### config.mk
export PLATFORM = sky130hd
export DESIGN_NAME = dff_write_arbiter
export DESIGN_NICKNAME = d
export VERILOG_FILES = /design/src/rtl/dff_write_arbiter.sv
export SDC_FILE = /design/constraint.sdc
export NUM_CORES = 1
export LEC_CHECK = 0
export ABC_AREA = 1
export ABC_CLOCK_PERIOD_IN_PS = 2300
export BUFFER_PORTS_ARGS = -buffer_cell sky130_fd_sc_hd__buf_4
export CORE_MARGIN = 5
export CORE_UTILIZATION = 40
export DETAILED_ROUTE_END_ITERATION = 12
export PLACE_DENSITY = 0.64
export SKIP_LAST_GASP = 1
export SLEW_MARGIN = 40
export SYNTH_ARGS = -nofsm -noshare
export SYNTH_HDL_FRONTEND = slang
export SYNTH_SLANG_ARGS = --single-unit
### constraint.sdc
create_clock -name clk -period 2.3 [get_ports clk]
set_input_delay 0.46 -clock clk [delete_from_list [all_inputs] [get_ports clk]]
set_output_delay 0.46 -clock clk [all_outputs]
set_load 0.01 [all_outputs]
### src/rtl/dff_write_arbiter.sv
// Four-requester round-robin arbiter writing into one shared register.
// Define DFF_ARB_LOCK_EN to add the per-requester burst-lock port and LOCKED state.
module dff_write_arbiter #(
  parameter int unsigned WIDTH = 8
) (
  input  logic                 clk,
  input  logic                 rst,
  input  logic [3:0]           req,
  input  logic [4*WIDTH-1:0]   d_in,
`ifdef DFF_ARB_LOCK_EN
  input  logic [3:0]           lock,
`endif
  output logic [3:0]           gnt,
  output logic [WIDTH-1:0]     q,
  output logic                 q_valid,
  output logic [1:0]           q_src,
  output logic [15:0]          wr_cnt
);

  typedef enum logic [1:0] {StIdle, StGrant, StLocked} state_e;

  state_e           state_q, state_d;
  logic [1:0]       ptr_q, ptr_d;
  logic [3:0]       gnt_q, gnt_d;
  logic [WIDTH-1:0] q_q, q_d;
  logic             q_valid_q, q_valid_d;
  logic [1:0]       q_src_q, q_src_d;
  logic [15:0]      wr_cnt_q, wr_cnt_d;

  logic [3:0]       eligible;
  logic             found;
  logic [1:0]       win;
  logic [1:0]       idx;

  always_comb begin
    // A requester granted this cycle sits out the next edge.
    eligible = req & ~gnt_q;
    found    = 1'b0;
    win      = 2'd0;
    idx      = 2'd0;
    for (int k = 0; k < 4; k++) begin
      idx = ptr_q + 2'(k);
      if (!found && eligible[idx]) begin
        found = 1'b1;
        win   = idx;
      end
    end

    state_d   = state_q;
    ptr_d     = ptr_q;
    gnt_d     = 4'b0000;
    q_d       = q_q;
    q_valid_d = q_valid_q;
    q_src_d   = q_src_q;
    wr_cnt_d  = wr_cnt_q;

    unique case (state_q)
      StIdle, StGrant: begin
        if (found) begin
          q_d       = d_in[win*WIDTH +: WIDTH];
          gnt_d     = 4'b0001 << win;
          q_src_d   = win;
          q_valid_d = 1'b1;
          wr_cnt_d  = wr_cnt_q + 16'd1;
          ptr_d     = win + 2'd1;
          state_d   = StGrant;
`ifdef DFF_ARB_LOCK_EN
          if (lock[win]) state_d = StLocked;
`endif
        end else begin
          state_d = StIdle;
        end
      end
`ifdef DFF_ARB_LOCK_EN
      // The lock owner is the last writer; ptr already points past it.
      StLocked: begin
        if (req[q_src_q] && lock[q_src_q]) begin
          q_d      = d_in[q_src_q*WIDTH +: WIDTH];
          gnt_d    = gnt_q;
          wr_cnt_d = wr_cnt_q + 16'd1;
        end else begin
          state_d = StIdle;
        end
      end
`endif
      default: state_d = StIdle;
    endcase
  end

  always_ff @(posedge clk) begin
    if (rst) begin
      state_q   <= StIdle;
      ptr_q     <= 2'd0;
      gnt_q     <= 4'b0000;
      q_q       <= '0;
      q_valid_q <= 1'b0;
      q_src_q   <= 2'd0;
      wr_cnt_q  <= 16'd0;
    end else begin
      state_q   <= state_d;
      ptr_q     <= ptr_d;
      gnt_q     <= gnt_d;
      q_q       <= q_d;
      q_valid_q <= q_valid_d;
      q_src_q   <= q_src_d;
      wr_cnt_q  <= wr_cnt_d;
    end
  end

  assign gnt     = gnt_q;
  assign q       = q_q;
  assign q_valid = q_valid_q;
  assign q_src   = q_src_q;
  assign wr_cnt  = wr_cnt_q;

endmodule

==> summary.md <==
In this run the worst hold path is classified as reg -> reg. The count of flip-flops with a built-in enable after synthesis came out at 0. The routed layout has 2083 vias. Cells with a size suffix above 1 make up 30.1% of the layout.

Global routing finished with a remaining overflow of 0. The tree is rooted in a sky130_fd_sc_hd__clkbuf_8. For this configuration, the core starts out at a cell density of 41.7%. The floorplan has 25 rows. Library cell occupying the most area in the post-synthesis netlist: sky130_fd_sc_hd__dfxtp_1. At the pin with the least slew margin, the transition time is 0.445 ns.

The tools report the post-synthesis instance area as 1990 sq um. After detailed routing, the number of remaining DRC violations is 0. The number of synthesis warnings is 0, and the maximum vdd drop is 651 uV. Summing all flip-flop and latch instances after layout gives 661 sq um. The post-synthesis area per instance is 6.97 sq um. Detailed routing placed a total of 2.47 mm of wire on met2. Max-cap violations in this run came to 0. The tools report the post-cts gate resize count as 0. The tools report the area of the multi-input gates as 1130 sq um.

When the netlist entered floorplanning its net count stood at 325. The tools report the final total power as 3.23 mW. Top routing layer in use: met4.

The final hold violation count was 0; the clock period minus final worst setup slack was 2.07 ns. Setup repair after global routing left no endpoint under its margin. The detail route stage leaves a number of antenna-violating nets equal to 0. The pre-antenna-repair detailed-routing pass consisted of 4 iterations.

The buffer depth of the longest clock path is 2, and the count of routing violations after the opening detailed-route iteration is 108. The logs give 33 for the CTS sink count and 0 for the max-slew violation count. The tools report the routed length on met3 as 277 um. In this run, CTS created clock tree buffers numbering 5. The filler cells instantiated in the layout total 483. Summed over all nets, the half-perimeter wirelength after detailed placement is 4.16 mm. The share of flip-flops with an asynchronous set or reset was 0%; the detailed-route wire length on metal 1 was 2.56 mm. For the H-tree depth, the log shows 2. The kind of critical path was reg -> reg. The worst setup path is launched from a flip-flop.

The most common cell in the synthesized netlist is sky130_fd_sc_hd__nand2_1. Data on the critical path is required at its endpoint by 2.52 ns. In the global route stage, overall resource usage came out at 17.5%. The run finished with clean final reports. Counting instances in the post-synthesis netlist gives the leading cell types as sky130_fd_sc_hd__nand2_1 (76), sky130_fd_sc_hd__nand3_1 (43), sky130_fd_sc_hd__dfxtp_1 (33). The later pin in the worst-skew pair is clocked with a latency of 0.29 ns. For the wire length of the first global-routing pass, the log shows 8.98 mm. The worst setup path is captured at a flip-flop. Measured against its own limit, the worst slew margin works out to 70.3%. Entering global routing, the biggest net connects 23 pins. The analysis attributes to cell leakage a power of 1.24 nW. Dividing the final minimum period by the clock period gives 90.2%. The diode insertion count for antenna repair is 0, and the number of distinct library cell variants in the gate-level netlist after synthesis is 32. For the total core area, the log shows 4790 sq um. The routed design has 5.41 mm of wire.

The dominant register cell in the synthesized netlist is sky130_fd_sc_hd__dfxtp_1. The post-CTS setup buffer count was 0; the total die area was 6500 sq um. In this run the worst path has a maximum fanout of 13. In the synthesized netlist, the number of instances is 286. Sorting the synthesized cells by area gives the leading types as sky130_fd_sc_hd__dfxtp_1 (33%), sky130_fd_sc_hd__nand2_1 (14%), sky130_fd_sc_hd__nand3_1 (11%).

The growth of design area from synthesis to finish came out at 31.8%. The run gives 2.30 ns as the signal arrival time at the worst endpoint. At the end of routability-driven placement, the weighted congestion stood at 0.826. For this run, the top clock speed supported by timing is 482 MHz. The average wire length per cell after detail routing is 12.9 um, and the I/O pin count is 69.

Count of endpoints failing setup in the final report: 0. For this run, the post-layout net count is 391. The initial antenna violation count came out at 0.

The top cell type's share of synthesized area is 33.1%, and the post-synthesis sequential area ratio is 33.1%. The die extent in y was 80.6 um; the largest clock skew in the final design was 0.00993 ns. The run gives 1985 as the number of global-route vias before repair. TritonCTS built the clock tree. After detailed routing, the number of vias per cell comes to 4.97.

Clock-pin slew was measured on the worst setup and hold paths at 0.07 ns. In this run the horizontal extent of the chip is 80.6 um. For the setup TNS after final layout, the log shows 0 ns. Power per cell area: 1230 nW/um^2. Counting flops and latches in the post-synthesis netlist gives 33. The number of input and output port buffers inserted came out at 68. The tools report the number of buffers added to fix hold violations after cts as 0.
[cell type report]
type                            instances  area share (%)
Tap cell                               67            3.19
Clock buffer                            7            3.28
Timing Repair Buffer                   72            21.0
Multi-Input combinational cell        211            42.9
Inverter                               29            4.43
Sequential cell                        33            25.1
[cell usage in the layout (no fill, tap or decap), drive strengths merged]
cell type / Yosys / layout
nor2: 12 / 12
clkbuf: 1 / 7
nand2: 86 / 86
ha: 1 / 1
nor4: 2 / 2
nor3: 4 / 4
nand4: 22 / 22
nand3: 51 / 51
buf: 12 / 72
xor2: 4 / 4
xnor2: 1 / 1
dfxtp: 33 / 33
and3: 1 / 1
inv: 29 / 29
nand3b: 2 / 2
a211oi: 1 / 1
a21oi: 15 / 15
o21bai: 1 / 1
o21ai: 8 / 8
[power by group]
group | total (mW) | switching [mW] | internal [mW]
Clock | 0.440 | 0.203 | 0.237
Sequential | 0.847 | 0.131 | 0.717
Combinational | 1.95 | 1.20 | 0.749
[critical path, stage by stage, from the launching register on]
cell and delay [ns]:
sky130_fd_sc_hd__dfxtp_1 0.59, sky130_fd_sc_hd__nand3_1 0.19, sky130_fd_sc_hd__nand3_1 0.14, sky130_fd_sc_hd__nand2_2 0.13
sky130_fd_sc_hd__nand4_4 0.21, sky130_fd_sc_hd__inv_2 0.12, sky130_fd_sc_hd__nor2_4 0.32, sky130_fd_sc_hd__nand2_4 0.10
sky130_fd_sc_hd__nor2_4 0.11, sky130_fd_sc_hd__nand3b_1 0.10
[worst paths after layout]
path,to,startpoint,slack [ns],depth (start not counted)
max reg2reg,ptr_q[1],ptr_q[0],0.23,9
min,q[6],q[6],0.46,2
min reg2reg,q[6],q[6],0.46,2
max,ptr_q[1],ptr_q[0],0.23,9
[flip-flops by register name, summed over array words and instances (netlist names)]
register / flops
wr_cnt: 16
q: 8
gnt: 4
ptr_q: 2
q_src: 2
q_valid: 1
[cells by family after synthesis]
family          synth area share, %
xor+xnor                       2.20
buf+inv                        10.3
flops                          33.1
compound gates                 6.52
fa+ha+maj                     0.627
simple gates                   47.2
[per-layer routing]
| layer | vias to the layer above | global-route usage (%) |
|---|---|---|
| met3 | 9 | 4.26 |
| li1 | 1087 | - |
| met2 | 57 | 27.5 |
| met4 | 0 | 7.09 |
| met1 | 930 | 22.7 |
| met5 | - | 0 |
[metrics by stage]
stage / instance area [sq um] / setup slack, ns / std cells / hold slack [ns] / utilization (%)
floorplan: 1990 / 0.724 / 286 / 0.474 / -
global placement: 2540 / 0.277 / 412 / 0.443 / 53.1
detailed placement: 2540 / 0.246 / 412 / 0.446 / 53.1
CTS: 2630 / 0.219 / 419 / 0.452 / 54.9
global route: 2630 / 0.0508 / 419 / 0.475 / 54.9
finish: 2630 / 0.225 / 419 / 0.455 / 54.9
Power figures use the tool's default switching activity.
